===== src/rtl/hazard_pkg.sv =====
// Shared definitions for the forwarding/hazard unit: forward-select
// encodings, register-address width, the per-stage tracking record and
// the operand-forwarding priority function.
package hazard_pkg;

  localparam int REG_ADDR_W = 5;

  typedef enum logic [1:0] {
    FWD_RF  = 2'b00,
    FWD_WB  = 2'b01,
    FWD_MEM = 2'b10
  } fwd_sel_e;

  typedef struct packed {
    logic [REG_ADDR_W-1:0] rd;
    logic                  reg_write;
    logic                  load;
    logic [REG_ADDR_W-1:0] rs1;
    logic [REG_ADDR_W-1:0] rs2;
  } stage_t;

  // Memory stage wins over Writeback; x0 and non-writing stages never forward.
  function automatic fwd_sel_e fwd_select(input logic [REG_ADDR_W-1:0] rs,
                                          input stage_t m,
                                          input stage_t w);
    fwd_sel_e sel;
    sel = FWD_RF;
    if (m.reg_write && (m.rd != '0) && (m.rd == rs)) begin
      sel = FWD_MEM;
    end else if (w.reg_write && (w.rd != '0) && (w.rd == rs)) begin
      sel = FWD_WB;
    end
    return sel;
  endfunction

endpackage


===== src/rtl/hazard_stage_reg.sv =====
// One pipeline tracking stage: holds a stage_t record, loads a bubble
// when 'clear' is high and clears on synchronous reset.
module hazard_stage_reg
  import hazard_pkg::*;
(
  input  logic   clk,
  input  logic   rst,
  input  logic   clear,
  input  stage_t d,
  output stage_t q
);

  stage_t state_d;
  stage_t state_q;

  // Next record is the upstream record, or an all-zero bubble when cleared.
  always_comb begin
    state_d = d;
    if (clear) begin
      state_d = '0;
    end
  end

  // Stage register with synchronous reset.
  always_ff @(posedge clk) begin
    if (rst) begin
      state_q <= '0;
    end else begin
      state_q <= state_d;
    end
  end

  assign q = state_q;

endmodule


===== src/rtl/forward_hazard_unit.sv =====
// Forwarding and hazard-detection unit for a five-stage pipeline.
// Tracks destination/source info through E, M and W, selects Execute
// operand bypasses, and raises load-use stalls and branch flushes.
// Optional build macro HAZARD_PERF_CNT_EN adds saturating stall/flush
// event counters (stall_cnt, flush_cnt).
module forward_hazard_unit
  import hazard_pkg::*;
(
  input  logic                  clk,
  input  logic                  rst,
  input  logic [REG_ADDR_W-1:0] rs1_d,
  input  logic [REG_ADDR_W-1:0] rs2_d,
  input  logic [REG_ADDR_W-1:0] rd_d,
  input  logic                  reg_write_d,
  input  logic                  load_d,
  input  logic                  pc_src_e,
  output logic [1:0]            forward_ae,
  output logic [1:0]            forward_be,
  output logic                  stall_f,
  output logic                  stall_d,
  output logic                  flush_d,
  output logic                  flush_e
`ifdef HAZARD_PERF_CNT_EN
  ,
  output logic [31:0]           stall_cnt,
  output logic [31:0]           flush_cnt
`endif
);

  stage_t   dec_rec;
  stage_t   e_q;
  stage_t   m_q;
  stage_t   w_q;
  logic     lwstall;
  fwd_sel_e fwd_a;
  fwd_sel_e fwd_b;
  logic     unused_w_fields;

  // Pack the Decode-stage instruction into a tracking record.
  always_comb begin
    dec_rec           = '0;
    dec_rec.rd        = rd_d;
    dec_rec.reg_write = reg_write_d;
    dec_rec.load      = load_d;
    dec_rec.rs1       = rs1_d;
    dec_rec.rs2       = rs2_d;
  end

  hazard_stage_reg u_stage_e (
    .clk   (clk),
    .rst   (rst),
    .clear (flush_e),
    .d     (dec_rec),
    .q     (e_q)
  );

  hazard_stage_reg u_stage_m (
    .clk   (clk),
    .rst   (rst),
    .clear (1'b0),
    .d     (e_q),
    .q     (m_q)
  );

  hazard_stage_reg u_stage_w (
    .clk   (clk),
    .rst   (rst),
    .clear (1'b0),
    .d     (m_q),
    .q     (w_q)
  );

  // Writeback only needs rd/reg_write; the remaining fields ride along unused.
  assign unused_w_fields = ^{w_q.load, w_q.rs1, w_q.rs2};

  // Load-use detection; a taken branch overrides the stall but both flushes fire.
  always_comb begin
    lwstall = e_q.load && (e_q.rd != '0) &&
              ((e_q.rd == rs1_d) || (e_q.rd == rs2_d));
    stall_f = lwstall && !pc_src_e;
    stall_d = lwstall && !pc_src_e;
    flush_d = pc_src_e;
    flush_e = lwstall || pc_src_e;
  end

  // Operand bypass selects depend only on registered E/M/W state.
  always_comb begin
    fwd_a      = fwd_select(e_q.rs1, m_q, w_q);
    fwd_b      = fwd_select(e_q.rs2, m_q, w_q);
    forward_ae = fwd_a;
    forward_be = fwd_b;
  end

`ifdef HAZARD_PERF_CNT_EN
  logic [31:0] stall_cnt_d;
  logic [31:0] stall_cnt_q;
  logic [31:0] flush_cnt_d;
  logic [31:0] flush_cnt_q;

  // Saturating event counters for stall cycles and taken-branch cycles.
  always_comb begin
    stall_cnt_d = stall_cnt_q;
    flush_cnt_d = flush_cnt_q;
    if (stall_d && (stall_cnt_q != 32'hFFFF_FFFF)) begin
      stall_cnt_d = stall_cnt_q + 32'd1;
    end
    if (pc_src_e && (flush_cnt_q != 32'hFFFF_FFFF)) begin
      flush_cnt_d = flush_cnt_q + 32'd1;
    end
  end

  // Counter registers with synchronous reset.
  always_ff @(posedge clk) begin
    if (rst) begin
      stall_cnt_q <= '0;
      flush_cnt_q <= '0;
    end else begin
      stall_cnt_q <= stall_cnt_d;
      flush_cnt_q <= flush_cnt_d;
    end
  end

  assign stall_cnt = stall_cnt_q;
  assign flush_cnt = flush_cnt_q;
`endif

endmodule


===== config.mk =====
export PLATFORM = sky130hd
export DESIGN_NAME = forward_hazard_unit
export DESIGN_NICKNAME = d
export VERILOG_FILES = /design/src/rtl/hazard_pkg.sv /design/src/rtl/hazard_stage_reg.sv /design/src/rtl/forward_hazard_unit.sv
export SDC_FILE = /design/constraint.sdc
export NUM_CORES = 1
export LEC_CHECK = 0
export CAP_MARGIN = 5
export CORE_MARGIN = 4
export CORE_UTILIZATION = 45
export DETAILED_ROUTE_END_ITERATION = 8
export PLACE_DENSITY = 0.72
export SYNTH_ARGS = -nofsm -noshare
export SYNTH_HDL_FRONTEND = slang
export SYNTH_SLANG_ARGS = --single-unit

===== constraint.sdc =====
create_clock -name clk -period 2.37 [get_ports clk]
set_input_delay 0.237 -clock clk [delete_from_list [all_inputs] [get_ports clk]]
set_output_delay 0.237 -clock clk [all_outputs]
set_load 0.01 [all_outputs]

# After elaboration in Yosys (flattened, before gate mapping)
# Index checks and enable logic that the tools add are counted.
# totals
register_bits	29
latchBits	0
ramBits	0
mem_bits_ro	0
input_bits	20
output_inout_bits	8
wordCells	35
n_memories	0
# op_classes
add_sub_neg	0
mul	0
div_mod_pow	0
n_lt_le_gt_ge	0
eq_ne	6
shifts	0
muxes	4
n_bitwise	0
reduce_logical	16
# op_table
operator	n
== test 5 bit	6
nonzero test 5 bit	3
logical AND 1 bit	9
two-way mux 2 bit	2
logical OR 1 bit	2
two-way mux 1 bit	2
OR reduction 2 bit	1
logical NOT 1 bit	1

# Logic depth before layout (Yosys ltp)
# Gate-level depths: netlist of the first run.
# logic_depth
ltp_word	5
ltp_mapped	6
depth_no_buf	4

# Cells and area by module
# Synthesis of the first run repeated with hierarchy kept, for this count alone.
# hier_totals
cells_unflattened	168
hier_area_um2	2138.3
# modules_own_cells
module	n_inst	cells_per_inst	area_per_inst_um2	seq_area_each_um2
hazard_stage_reg	3	38	571.8	340.3
forward_hazard_unit	1	54	422.9	0.0

# Worst setup path after synthesis of the first run
# OpenSTA, ideal clock, no wires.
# synth_path
path_type	reg2out
start	reg u_stage_e.state_q, in the netlist u_stage_e.q[13]
end	out stall_f
arrival_ns	1.629
required_time_ns	2.133
path_slack_ns	0.504
path_stages_with_launch	7
path_buffers	3
cell_sequence	dfxtp_1 or4_1 o21a_1 buf_6 buf_6 and3b_1 buf_4
# synth_between
elab_chain_len	4
# synth_rtl
item	line	source
from (decl)	hazard_stage_reg.sv:14	stage_t state_q;
from (signal assigned)	hazard_stage_reg.sv:29	state_q <= state_d;
== test 5 bit or nonzero test 5 bit (tied branches)	forward_hazard_unit.sv:79, forward_hazard_unit.sv:78	
logical OR 1 bit or logical AND 1 bit (tied branches)	forward_hazard_unit.sv:79, forward_hazard_unit.sv:78	
logical AND 1 bit *	forward_hazard_unit.sv:78	lwstall = e_q.load && (e_q.rd != '0) &&
logical AND 1 bit *	--	
to (decl)	forward_hazard_unit.sv:19	output logic stall_f,
# Mark *: on every way between the ends. The rest lies on a longest branch, timed or not.

# Final worst setup path of the first run
# layout_path
start	reg u_stage_m.state_q, in the netlist u_stage_m.q[16]
end	out forward_ae[1]
# layout_between
elab_chain_len	4
# layout_rtl
item	line	source
from (decl)	hazard_stage_reg.sv:14	
from (signal assigned)	hazard_stage_reg.sv:29	
nonzero test 5 bit	hazard_pkg.sv:28	if (m.reg_write && (m.rd != '0) && (m.rd == rs)) begin
logical AND 1 bit	hazard_pkg.sv:28	
logical AND 1 bit *	hazard_pkg.sv:28	
two-way mux 2 bit *	hazard_pkg.sv:28	
to (decl)	forward_hazard_unit.sv:17	output logic [1:0] forward_ae,
# Marked as above.

==> metrics.txt, run 1 <==
TritonCTS clock tree built; Clock Skew roughly 0.0076 ns; HPWL Detailed 2190 um; CP Capture Type primary output; share of cells above drive strength 1 between 10% and 20%; Critical Path Fanout Max 4; register bit total from synthesis 29; row cnt 19; Top FF cell, synth dfxtp_1; Slew headroom about 70%; CP peak stage delay slightly above 0.6 ns; largest net degree at the start of global routing 18; Max Root-Sink Buffers 2; first-pass GRT wire length 4970 um; synthesis-to-layout area growth 27.6%; Post-Syn Nets 155; CTS sink cnt 29; top cells by area, synth dfxtp_1 44%, xnor2_1 11%, xor2_1 9.2%; most common cell in the synthesized netlist dfxtp_1; WL met2 1430 um; routed len/inst ~14 um; placed standard-cell area 1630 um^2; leakage 0.771 nW; post-route cell area approximately 1700 um^2; Synthesis Warnings 0; Top-Level Pins 28; number of remaining DRC errors 0; worst r2r path cells 4; max-slew violation count 0; Reg clk slew, reported paths about 0.090 ns; ordered cell list for the critical path xnor2_1 > nand3_1 > nor4_2 > clkdlybuf4s50_1; Initial DRC Count 8; Final Util a little over 60%; crit path kind reg -> out; CP required between 2 and 2.5 ns; maximum clock frequency about 440 MHz; global-route usage over all layers roughly 16%; Synth Cell Area 1330 um^2; via count between 1000 and 1500; vias in the first global route around 1200; die width about 62 um; post-synthesis sequential area ratio 43.5%; Via-to-Cell Ratio about 5.3; Setup Viol. Count Final 0; ys async rst share 0%; Synth cell types 23; htree depth 2; post-route ant nets 0; root buf cell clkbuf_4; Hold Path Class in -> reg; Hold Fails Final Rpt 0; Data arrival, critical path 2.05 ns; status finished clean; Pwr Total between 0.9 and 1 mW; Avg Cell Area, Syn 9.88 um^2; Metal-1 WL approximately 1100 um; worst vdd ir around 0.00029 V; DIE HEIGHT 62.4 um; biggest area consumer among synthesized cells dfxtp_1; core region area approximately 2800 um^2; initial antenna violation count 0; TNS Setup 0 ns; number of flops mapped to enable cells by yosys 0; top layer reached by signal wires met4; most frequent cells after synthesis 29 x dfxtp_1, 16 x xnor2_1, 14 x xor2_1; Max Cap Viol 0; Num CTS Buffers 5; Setup WS pre-CTS about 0.071 ns; latest clock arrival within the worst-skew pair between 0.3 and 0.4 ns; slowest stage cell, crit path clkdlybuf4s50_1; ant diodes 0; hold path depth 3; Die Area approximately 3900 um^2; slack of the critical path between 0.08 and 0.09 ns; final wirelength ~2800 um; Final min period ~2.3 ns; crit path launch type flip-flop; total grt overflow 0; top cell type's share of synthesized area a little over two fifths; IO buf count 27; Cells after DPL around 190; Syn Inst Count 135; Final Cycle Share about 97%; Initial Util a little under half; drt first pass iters 3; Pwr per Cell Area 547 nW/um^2; DR WL met3 between 150 and 200 um; final layout net count 187; Hold WS approximately 0.43 ns; Worst Tran Pin Value 0.465 ns; Layout Cells excl Fill slightly below 200; GP Congestion 0.829
cells in the final DEF (no fill, tap or decap), types with 3 or more instances in the layout:
cell	synthesis	layout
or4_1	5	5
buf_4	2	6
nor2b_1	12	12
a2111oi_1	8	8
a21oi_1	7	7
inv_1	10	10
nor4_1	4	3
nand2_1	9	9
dfxtp_1	29	28
xor2_1	14	14
nand3_1	4	4
dlymetal6s2s_1	0	3
clkbuf_4	0	5
xnor2_1	16	16
clkdlybuf4s50_1	0	22
area by class of cell:
class / instances / area [um^2]
timing repair buffer: 33 / 320
inverter: 10 / 37.5
sequential: 29 / 582
clock inverter: 2 / 10.0
tap: 31 / 38.8
fill: 249 / 1100
clock buffer: 6 / 41.3
multi-input combinational: 88 / 672
what timing repair did:
action | CTS | global route
hold buffers | 0 | 0
cloned | 0 | 0
setup buffers | 0 | 0
resized for setup | 3 | 6
pin swaps | 0 | 0
setup endpoints to repair | 2 | 4
flip-flops by register name, summed over array words and instances (netlist names):
register     count
u_stage_e.q     17
u_stage_m.q      6
u_stage_w.q      6
where the power goes:
part           switching [mW]  internal [mW]  total (mW)
registers              0.0155          0.503       0.519
logic                  0.0576         0.0736       0.131
clock network           0.167          0.113       0.280
path summary, 6_finish.rpt:
path                                 startpoint  slack, ns              end
worst min-delay path                    rd_d[1]       0.43  u_stage_e.q[13]
worst min register to register  u_stage_e.q[11]       0.46  u_stage_m.q[11]
worst max register to register  u_stage_e.q[13]       0.52   u_stage_e.q[0]
worst max-delay path            u_stage_m.q[16]       0.08    forward_ae[1]
logic make-up (layout without fill, tap and decap cells):
family / after synthesis / after routing / share of synthesized area (%)
buf+inv: 18 / 51 / 6.85
compound gates: 22 / 22 / 14.6
flops: 29 / 29 / 43.5
simple gates: 36 / 36 / 15.3
xor+xnor: 30 / 30 / 19.7
layer usage:
layer / up-vias / global-route usage [%]
met5: - / 0
met4: 0 / 8.54
li1: 521 / -
met3: 10 / 7.91
met1: 492 / 15.8
met2: 29 / 28.4
critical path: cells and delay by family, from the launching register on:
family	cells	cell delay (ns)
xor gates and xnor gates	1	0.15
DFF	1	0.43
and+or+nand+nor	2	0.55
buffers and inverters	1	0.61
Note: power is estimated with default switching activity, not from simulation.
==> run 2: changes to the inputs <==
CORE_MARGIN = not set   (was 4)
SLEW_MARGIN = 20   (was not set)
==> run 2 against run 1 <==
Against the previous run:
- via count down 2.6%
- routed wire length fell by 6.3%
- sequential power is essentially flat
- non-clock buffer count unchanged
- register-to-register slack lost 0.21 ns
- setup slack worse by 0.0022 ns
- cell area rose by 1.2%
- cell count unchanged
- clock skew down 0.0041 ns
- first-iteration DRC count rose to 2.5 times the previous value
- die area down 18%
- largest power group unchanged
==> metrics.txt, run 2 (synthesis gave the netlist of run 1 again) <==
status finished clean; most frequent cells in the layout 24 x dfxtp_1, 22 x clkdlybuf4s50_1, 16 x xnor2_1, 14 x xor2_1, 12 x nor2b_1; Max Root-Sink Buffers 2; maximum clock frequency approximately 440 MHz; Setup WS pre-CTS between 0.07 and 0.08 ns; top layer reached by signal wires met4; Cells after DPL 190; ant diodes 0; Via-to-Cell Ratio roughly 5.2; total grt overflow 0; synthesis-to-layout area growth 29.2%; RSZ-0062 raised after global routing true; Top-Level Pins 28; Hold WS approximately 0.42 ns; Pwr Total slightly below 1 mW; CTS sink cnt 29; Initial DRC Count 20; first-pass GRT wire length about 4500 um; vias in the first global route roughly 1100; final layout net count between 150 and 200; Layout Cells excl Fill 199; via count about 1000; Worst Tran Pin Value between 0.4 and 0.5 ns; Hold Path Class in -> reg; Final Cycle Share 96.7%; drt first pass iters 4; worst vdd ir approximately 0.00039 V; htree depth 2; Reg clk slew, reported paths 0.09 ns; initial antenna violation count 0; Data arrival, critical path approximately 2.1 ns; CP required 2.13 ns; largest net degree at the start of global routing 23; crit path launch type flip-flop; DIE HEIGHT 56.4 um; r2r setup slk approximately 0.31 ns; leading cell type in the layout, fill and taps excluded dfxtp_1; slack of the critical path ~0.08 ns; die width around 56 um; root buf cell clkbuf_4; Pwr per Cell Area 570 nW/um^2; GP Congestion 0.920; max reg flops 17; number of remaining DRC errors 0; Die Area between 3000 and 4000 um^2; TritonCTS clock tree built; share of cells above drive strength 1 about 14%; core region area approximately 2800 um^2; WL met2 1360 um; final wirelength roughly 2600 um; Num CTS Buffers 5; Clock Skew ~0.0035 ns; Setup Viol. Count Final 0; CP Capture Type primary output; crit path kind reg -> out; Slew headroom 70.4%; IO buf count 27; HPWL Detailed 2040 um; Critical Path Fanout Max 4; leakage a little under 0.8 nW; routed len/inst 13.2 um; global-route usage over all layers 18.6%; max-slew violation count 0; row cnt 19; latest clock arrival within the worst-skew pair between 0.3 and 0.4 ns; Hold Fails Final Rpt 0; post-route ant nets 0; Initial Util a little under half; # fillers ~250; Max Cap Viol 0; DR WL met3 130 um; Metal-1 WL 1040 um; Final min period approximately 2.3 ns
==> run 2: cell type report <==
cell class	instances	area (um^2)	share of cell area, %
timing repair buffer	33	322	18.7
tap	31	38.8	2.25
multi-input combinational	88	668	38.8
sequential	29	587	34.1
clock inverter	1	5.00	0.290
inverter	10	37.5	2.18
clock buffer	7	65.1	3.78
==> run 2: final timing paths <==
kind                                       from              end  depth (start not counted)
worst min register to register  u_stage_e.q[11]  u_stage_m.q[11]                          1
worst min-delay path                    rd_d[2]  u_stage_e.q[14]                          3
worst max-delay path            u_stage_m.q[12]    forward_ae[0]                          5
worst max register to register  u_stage_e.q[13]   u_stage_e.q[9]                          5
==> run 2: per-stage QoR <==
stage          utilization (%)  TNS, ns  area (um^2)
2_1_floorplan                -        0         1330
3_3_place_gp              58.5        0         1630
3_5_place_dp              58.5        0         1630
4_1_cts                   61.2        0         1700
5_1_grt                   61.9   -0.216         1720
6_report                  61.9        0         1720
==> run 2: repair_timing <==
item	4_1_cts	5_1_grt
gates resized for setup	3	10
pin swaps	0	1
buffers inserted	1	0
setup endpoints to repair	5	7
hold buffers	0	0
==> run 2: per-layer routing <==
| metal | track usage, % | vias up |
|---|---|---|
| li1 | - | 521 |
| met1 | 19.4 | 464 |
| met2 | 32.6 | 30 |
| met3 | 5.53 | 10 |
| met4 | 11.1 | 0 |
| met5 | 0 | - |
==> run 2: power by group <==
group / internal (mW) / total [mW] / leakage, nW / switching [mW]
clock: 0.172 / 0.333 / 0.0413 / 0.162
combinational: 0.0736 / 0.129 / 0.497 / 0.0550
sequential: 0.504 / 0.520 / 0.239 / 0.0162
total: 0.749 / 0.981 / 0.777 / 0.233
==> run 2: worst max-delay path: stages (launching register included) <==
cell and delay, ns:
dfxtp_1 0.35, or4_1 0.54, o21ai_1 0.19, nor4_1 0.10, nor4_1 0.27, clkdlybuf4s15_1 0.27
